`config.mk`:
```
export PLATFORM = sky130hd
export DESIGN_NAME = simon_round_ctrl_flat
export DESIGN_NICKNAME = d
export VERILOG_FILES = /design/src/rtl/simon_round_if.sv /design/src/rtl/simon_round_ctrl.sv /design/src/flat_wrapper.sv
export SDC_FILE = /design/constraint.sdc
export NUM_CORES = 1
export LEC_CHECK = 0
export BUFFER_PORTS_ARGS = -buffer_cell sky130_fd_sc_hd__buf_4
export CAP_MARGIN = 20
export CELL_PAD_IN_SITES_DETAIL_PLACEMENT = 1
export CELL_PAD_IN_SITES_GLOBAL_PLACEMENT = 2
export CORE_ASPECT_RATIO = 1.4
export CORE_MARGIN = 2
export CORE_UTILIZATION = 37
export CTS_BUF_LIST = sky130_fd_sc_hd__clkbuf_4
export DETAILED_ROUTE_END_ITERATION = 16
export GPL_TIMING_DRIVEN = 0
export MAX_ROUTING_LAYER = met4
export PLACE_DENSITY = 0.94
export SYNTH_ARGS = -nofsm -noshare
export SYNTH_HDL_FRONTEND = slang
export SYNTH_SLANG_ARGS = --single-unit
```
`constraint.sdc`:
```
create_clock -name clk -period 3.6 [get_ports clk]
set_clock_uncertainty 0.2 [all_clocks]
set_input_delay 0.36 -clock clk [delete_from_list [all_inputs] [get_ports clk]]
set_output_delay 0.36 -clock clk [all_outputs]
set_load 0.01 [all_outputs]
```
`src/rtl/simon_round_if.sv`:
```
// Signal bundle between the Simon round controller and its neighbours:
// the sequence loader, the sequence ROM and the button/LED front end.
interface simon_round_if;
    logic       start;
    logic       seq_reset;
    logic       loader_done;
    logic [3:0] rd_addr;
    logic [1:0] rd_data;
    logic       btn_valid;
    logic [1:0] btn_val;
    logic [3:0] led;
    logic [3:0] round;
    logic       win;
    logic       lose;
    logic [3:0] state_dbg;

    modport master (
        input  start, loader_done, rd_data, btn_valid, btn_val,
        output seq_reset, rd_addr, led, round, win, lose, state_dbg
    );

    modport slave (
        output start, loader_done, rd_data, btn_valid, btn_val,
        input  seq_reset, rd_addr, led, round, win, lose, state_dbg
    );
endinterface

```
`src/rtl/simon_round_ctrl.sv`:
```
// Simon game sequencer: reloads the sequence, plays back the current prefix
// on the LEDs, then checks the player's presses until a win or a loss.
module simon_round_ctrl #(
    parameter int N              = 10,
    parameter int ON_CYCLES      = 25000000,
    parameter int OFF_CYCLES     = 12500000,
    parameter int TIMEOUT_CYCLES = 250000000
) (
    input  logic          clk,
    input  logic          reset,
    simon_round_if.master bus
);
    localparam int MAX_ON_OFF = (ON_CYCLES > OFF_CYCLES) ? ON_CYCLES : OFF_CYCLES;
    localparam int MAX_CYC    = (MAX_ON_OFF > TIMEOUT_CYCLES) ? MAX_ON_OFF : TIMEOUT_CYCLES;
    localparam int CW         = $clog2(MAX_CYC + 1);

    localparam logic [CW-1:0] CNT_ZERO = {CW{1'b0}};
    localparam logic [CW-1:0] CNT_ONE  = CW'(1);
    localparam logic [CW-1:0] ON_LAST  = CW'(ON_CYCLES);
    localparam logic [CW-1:0] OFF_LAST = CW'(OFF_CYCLES - 1);
    localparam logic [CW-1:0] TO_LAST  = CW'(TIMEOUT_CYCLES - 1);
    localparam logic [3:0]    N_ROUNDS = 4'(N);

    typedef enum logic [3:0] {
        IDLE     = 4'd0,
        LOAD     = 4'd1,
        FETCH    = 4'd2,
        SHOW_ON  = 4'd3,
        SHOW_OFF = 4'd4,
        ARM      = 4'd5,
        INPUT    = 4'd6,
        PAUSE    = 4'd7,
        WIN      = 4'd8,
        LOSE     = 4'd9
    } state_t;

    state_t        state_q, state_d;
    logic [CW-1:0] cnt_q, cnt_d;
    logic [3:0]    idx_q, idx_d;
    logic [3:0]    round_q, round_d;
    logic [3:0]    led_q, led_d;
    logic          win_q, win_d;
    logic          lose_q, lose_d;
    logic          seq_reset_q, seq_reset_d;

    function automatic logic [3:0] onehot(input logic [1:0] code);
        case (code)
            2'd0:    onehot = 4'b0001;
            2'd1:    onehot = 4'b0010;
            2'd2:    onehot = 4'b0100;
            default: onehot = 4'b1000;
        endcase
    endfunction

    // Next-state and next-output decode for the round sequencer.
    always_comb begin
        state_d     = state_q;
        cnt_d       = cnt_q + CNT_ONE;
        idx_d       = idx_q;
        round_d     = round_q;
        led_d       = led_q;
        win_d       = win_q;
        lose_d      = lose_q;
        seq_reset_d = 1'b0;
        case (state_q)
            IDLE, WIN, LOSE: begin
                cnt_d = CNT_ZERO;
                if (bus.start) begin
                    seq_reset_d = 1'b1;
                    win_d       = 1'b0;
                    lose_d      = 1'b0;
                    round_d     = 4'd0;
                    idx_d       = 4'd0;
                    led_d       = 4'd0;
                    state_d     = LOAD;
                end else begin
                    seq_reset_d = 1'b0;
                end
            end
            LOAD: begin
                // cnt_q==0 marks the first LOAD cycle, where loader_done is still stale
                if (cnt_q == CNT_ZERO) begin
                    cnt_d = CNT_ONE;
                end else if (bus.loader_done) begin
                    round_d = 4'd1;
                    idx_d   = 4'd0;
                    cnt_d   = CNT_ZERO;
                    state_d = FETCH;
                end else begin
                    cnt_d = cnt_q;
                end
            end
            FETCH: begin
                cnt_d   = CNT_ZERO;
                state_d = SHOW_ON;
            end
            SHOW_ON: begin
                // ROM data is valid in the first SHOW_ON cycle; the LED is lit for cnt 1..ON
                if (cnt_q == ON_LAST) begin
                    led_d   = 4'd0;
                    cnt_d   = CNT_ZERO;
                    state_d = SHOW_OFF;
                end else if (cnt_q == CNT_ZERO) begin
                    led_d = onehot(bus.rd_data);
                end else begin
                    led_d = led_q;
                end
            end
            SHOW_OFF: begin
                if (cnt_q == OFF_LAST) begin
                    cnt_d = CNT_ZERO;
                    if ((idx_q + 4'd1) == round_q) begin
                        idx_d   = 4'd0;
                        state_d = ARM;
                    end else begin
                        idx_d   = idx_q + 4'd1;
                        state_d = FETCH;
                    end
                end else begin
                    state_d = SHOW_OFF;
                end
            end
            ARM: begin
                cnt_d   = CNT_ZERO;
                state_d = INPUT;
            end
            INPUT: begin
                led_d = 4'd0;
                if (bus.btn_valid) begin
                    cnt_d = CNT_ZERO;
                    if (bus.btn_val != bus.rd_data) begin
                        lose_d  = 1'b1;
                        state_d = LOSE;
                    end else if ((idx_q + 4'd1) < round_q) begin
                        idx_d   = idx_q + 4'd1;
                        state_d = ARM;
                    end else if (round_q == N_ROUNDS) begin
                        win_d   = 1'b1;
                        led_d   = 4'b1111;
                        state_d = WIN;
                    end else begin
                        round_d = round_q + 4'd1;
                        idx_d   = 4'd0;
                        state_d = PAUSE;
                    end
                end else if (cnt_q == TO_LAST) begin
                    cnt_d   = CNT_ZERO;
                    lose_d  = 1'b1;
                    state_d = LOSE;
                end else begin
                    state_d = INPUT;
                end
            end
            PAUSE: begin
                if (cnt_q == OFF_LAST) begin
                    cnt_d   = CNT_ZERO;
                    idx_d   = 4'd0;
                    state_d = FETCH;
                end else begin
                    state_d = PAUSE;
                end
            end
            default: begin
                cnt_d   = CNT_ZERO;
                state_d = IDLE;
            end
        endcase
    end

    // State and output registers with synchronous reset.
    always_ff @(posedge clk) begin
        if (reset) begin
            state_q     <= IDLE;
            cnt_q       <= CNT_ZERO;
            idx_q       <= 4'd0;
            round_q     <= 4'd0;
            led_q       <= 4'd0;
            win_q       <= 1'b0;
            lose_q      <= 1'b0;
            seq_reset_q <= 1'b0;
        end else begin
            state_q     <= state_d;
            cnt_q       <= cnt_d;
            idx_q       <= idx_d;
            round_q     <= round_d;
            led_q       <= led_d;
            win_q       <= win_d;
            lose_q      <= lose_d;
            seq_reset_q <= seq_reset_d;
        end
    end

    assign bus.seq_reset = seq_reset_q;
    assign bus.rd_addr   = idx_q;
    assign bus.led       = led_q;
    assign bus.round     = round_q;
    assign bus.win       = win_q;
    assign bus.lose      = lose_q;
    assign bus.state_dbg = state_q;
endmodule

```
`src/flat_wrapper.sv`:
```
// flat-port wrapper written by rule: the top's interface ports become plain ports
module simon_round_ctrl_flat 
#(
    parameter int N              = 10,
    parameter int ON_CYCLES      = 25000000,
    parameter int OFF_CYCLES     = 12500000,
    parameter int TIMEOUT_CYCLES = 250000000
)
  (clk, reset, bus_start, bus_loader_done, bus_rd_data, bus_btn_valid, bus_btn_val, bus_seq_reset, bus_rd_addr, bus_led, bus_round, bus_win, bus_lose, bus_state_dbg);
  simon_round_if bus_i ();
  input  logic clk;
  input  logic reset;
  input wire logic [$bits(bus_i.start)-1:0] bus_start;
  input wire logic [$bits(bus_i.loader_done)-1:0] bus_loader_done;
  input wire logic [$bits(bus_i.rd_data)-1:0] bus_rd_data;
  input wire logic [$bits(bus_i.btn_valid)-1:0] bus_btn_valid;
  input wire logic [$bits(bus_i.btn_val)-1:0] bus_btn_val;
  output wire logic [$bits(bus_i.seq_reset)-1:0] bus_seq_reset;
  output wire logic [$bits(bus_i.rd_addr)-1:0] bus_rd_addr;
  output wire logic [$bits(bus_i.led)-1:0] bus_led;
  output wire logic [$bits(bus_i.round)-1:0] bus_round;
  output wire logic [$bits(bus_i.win)-1:0] bus_win;
  output wire logic [$bits(bus_i.lose)-1:0] bus_lose;
  output wire logic [$bits(bus_i.state_dbg)-1:0] bus_state_dbg;
  assign bus_i.start = bus_start;
  assign bus_i.loader_done = bus_loader_done;
  assign bus_i.rd_data = bus_rd_data;
  assign bus_i.btn_valid = bus_btn_valid;
  assign bus_i.btn_val = bus_btn_val;
  assign bus_seq_reset = bus_i.seq_reset;
  assign bus_rd_addr = bus_i.rd_addr;
  assign bus_led = bus_i.led;
  assign bus_round = bus_i.round;
  assign bus_win = bus_i.win;
  assign bus_lose = bus_i.lose;
  assign bus_state_dbg = bus_i.state_dbg;
  simon_round_ctrl #(.N(N), .ON_CYCLES(ON_CYCLES), .OFF_CYCLES(OFF_CYCLES), .TIMEOUT_CYCLES(TIMEOUT_CYCLES)) u_core (.clk(clk), .reset(reset), .bus(bus_i));
endmodule
```
==> out/metrics.yaml <==
run_status:
  status: "completed"
yosys:
  synthTopCellsByArea: "dfxtp_1 (32%), nor2_1 (5.3%), a21oi_1 (5.1%)"
  syn_nets: 381
  synthCells: 363
  ys_top_cells_by_count: "dfxtp_1 (47), nor2_1 (41), a21oi_1 (30)"
  seq_area_frac_synth_pct: 32.1
  synth-edff-count: 0
  async_flop_share_pct: 0
  yosysTopAreaCellShare_pct: 32.1
  ys.warnings.count: 0
  ys_types: 62
  ys_seq_elements: 47
  synth_ff_type: "dfxtp_1"
  syn_area_mm2: 0.00293
  avgSynthCellArea_um2: 8.07
  yosysTopAreaCell: "dfxtp_1"
  synth.most_common_cell: "dfxtp_1"
place:
  dp_hpwl_um: 6700
  portBuffers: 26
  gp_congestion: 0.881
  dp.cells: 489
setup_path:
  cp-start-kind: "register"
  rr_worst_depth: 10
  critPathBufInv: 1
  rrSetupSlack_ns: 0.75
  crit_fanout: 6
  reg2reg_from: "u_core.bus.rd_addr[0]$_SDFFE_PP0P_"
  cp_top_family: "compound AO/OA/AOI/OAI gates"
  critical_path_required_ns: 3.72
  path_common_cell: "ha_1"
  crit_chain: "ha_1 -> ha_1 -> nor2b_1 -> o211ai_1 -> nand2_1 -> a2111oi_0 -> dlymetal6s2s_1 -> nand3b_1 -> or2_1 -> a21oi_1"
  critPathSlowestCell: "dfxtp_1"
  reg2reg_to: "u_core.bus.rd_addr[2]$_SDFFE_PP0P_"
  crit_type: "register to register"
  critPathMaxStageDelay_ns: 0.46
  end_kind: "register"
  arrival_ns: 2.98
routing:
  vias: 2870
  drt_pass1_iterations: 4
  first_iter_violations: 112
  wl_per_cell_um: 17.6
  drc: 0
  via_per_inst: 5.76
  routed_wirelength_um: 8770
  drt.antenna.violating_nets: 0
finish:
  area_growth_pct: 15.0
  drive_gt1_share_pct: 15.3
  stdcell_count: 498
  antenna_cells: 0
  nNetsFinal: 415
clock_network:
  cts_tree: "built"
  hold_buffers: 0
  clk_root_buffer_cell: "clkbuf_4"
  cts-buffers-inserted: 5
  ctsLongestPathBuffers: 2
  clk_latency_ns: 0.39
  cts_setup_buffers: 0
  ctsResizeCount: 0
  htree_levels: 2
  cts.sinks: 47
  clk_pin_slew_worst_paths_ns: 0.15
min_path:
  hold_class: "primary input to register"
  holdCritStartpoint: "bus_start"
  min_delay_path_depth: 3
  min_to: "u_core.bus.seq_reset$_SDFF_PP0_"
global_routing:
  grt_pass1_wl_um: 14600
  first_global_vias: 3048
  grt_max_degree: 15
  antenna_found_initial: 0
  grt-ovfl-total: 0
  track_usage_pct: 22.3
timing:
  min_period_ns: 2.85
  rsz0062_at_grt: "false"
  final.setup.tns_ns: 0
  whs_ns: 0.105
  finalHoldViolations: 0
  relSlewSlack_pct: 56.7
  tightest_slew_ns: 0.644
  setup_viol: 0
  fmax_mhz: 350
  fin_crit_sh_pct: 79.3
  drv_slew: 0
floorplan:
  start_util_pct: 38.0
  die_area_mm2: 0.00865
  dieWidth_um: 79.2
  pin_count: 28
  core_mm2: 0.00770
  rows: 38
  die_h_um: 109
pwr:
  p_leak_nw: 1.20
  ir_drop_mv: 0.275
  p_per_area_mw_per_mm2: 408
job:
  cap_violations: 0
-- logic make-up (layout without fill, tap and decap cells) --
family                   after synthesis  after routing  share of synthesized area, %
AND/OR/NAND/NOR                      178            178                          35.1
AO/OA/AOI/OAI                         76             76                          16.9
flip-flops                            47             47                          32.1
buffers and inverters                 29             64                          4.78
XOR/XNOR                              21             21                          6.28
adder cells (fa/ha/maj)                9              9                          3.84
multiplexers                           3              3                          1.03
-- placed cells by master, fill, tap and decap left out, types with 5 or more instances in the layout --
cell and instances:
xor2_1 7, clkbuf_1 6, dfxtp_1 47, clkbuf_4 6, and3_1 5, o21ai_0 11, ha_1 9, nor2b_1 6
or3_1 6, nand2_1 26, nand2b_1 5, nor3_1 21, inv_1 12, a211oi_1 5, a21oi_1 30, buf_4 27
nor2_1 41, nand4_1 11, a31oi_1 7, nand3_1 14, xnor2_1 14
-- flip-flops by register name, indices dropped and copies added (netlist names) --
name	flops
u_core.bus.led	4
u_core.bus.lose	1
u_core.bus.rd_addr	4
u_core.bus.round	4
u_core.bus.seq_reset	1
u_core.bus.state_dbg	4
u_core.bus.win	1
u_core.cnt_q	28
-- stage by stage --
stage / area, µm² / util (%) / worst slack [ns] / total power [W]
2_1_floorplan: 2930 / - / 0.769 / 0.000847
3_3_place_gp: 3250 / 42.2 / 0.344 / 0.000963
6_report: 3370 / 43.7 / 0.747 / 0.00137
4_1_cts: 3350 / 43.6 / 0.369 / 0.00138
3_5_place_dp: 3250 / 42.2 / 0.411 / 0.000975
5_1_grt: 3370 / 43.7 / 0.527 / 0.00145
-- power by group --
| group | internal, W | leakage [nW] | switching, W |
|---|---|---|---|
| registers | 0.000544 | 0.380 | 0.0000260 |
| clock network | 0.000224 | 0.0559 | 0.000185 |
| logic | 0.000146 | 0.764 | 0.000250 |
| total | 0.000913 | 1.20 | 0.000461 |
-- area by class of cell --
class	instances	area [µm²]
fill	956	4340
multi-input combinational	287	1850
sequential	47	941
timing repair buffer	27	208
tap	100	125
buffer	16	91.3
clock inverter	2	60.1
inverter	13	48.8
clock buffer	6	45.0
-- worst register-to-register path: cells and delay by family, from the launching register on --
kind / cells / cell delay, ns
buf+inv: 1 / 0.23
fa+ha+maj: 2 / 0.60
compound gates: 3 / 0.78
simple gates: 4 / 0.53
flops: 1 / 0.46
-- worst max-delay path by stage --
stage	start	to	cells past startpoint
final	u_core.bus.rd_addr[0]$_SDFFE_PP0P_	u_core.bus.rd_addr[2]$_SDFFE_PP0P_	10
after global routing	u_core.bus.rd_addr[0]$_SDFFE_PP0P_	u_core.bus.round[3]$_SDFFE_PP0P_	9
after CTS	u_core.bus.rd_addr[0]$_SDFFE_PP0P_	u_core.bus.rd_addr[0]$_SDFFE_PP0P_	8
after detailed placement	u_core.bus.rd_addr[0]$_SDFFE_PP0P_	u_core.bus.rd_addr[0]$_SDFFE_PP0P_	8
after global placement	u_core.bus.rd_addr[0]$_SDFFE_PP0P_	u_core.bus.rd_addr[0]$_SDFFE_PP0P_	8
after floorplan	u_core.bus.rd_addr[0]$_SDFFE_PP0P_	u_core.bus.rd_addr[0]$_SDFFE_PP0P_	8
-- routing by layer --
metal / global-route usage (%) / part of all wire (%) / vias up
met3: 3.64 / 2.5 / 10
li1: - / - / 1398
met2: 41.8 / 56 / 44
met5: - / 0 / -
met4: 9.11 / 1.7 / 0
met1: 22.7 / 40 / 1418
No activity file was read; power rests on OpenSTA's default activity.
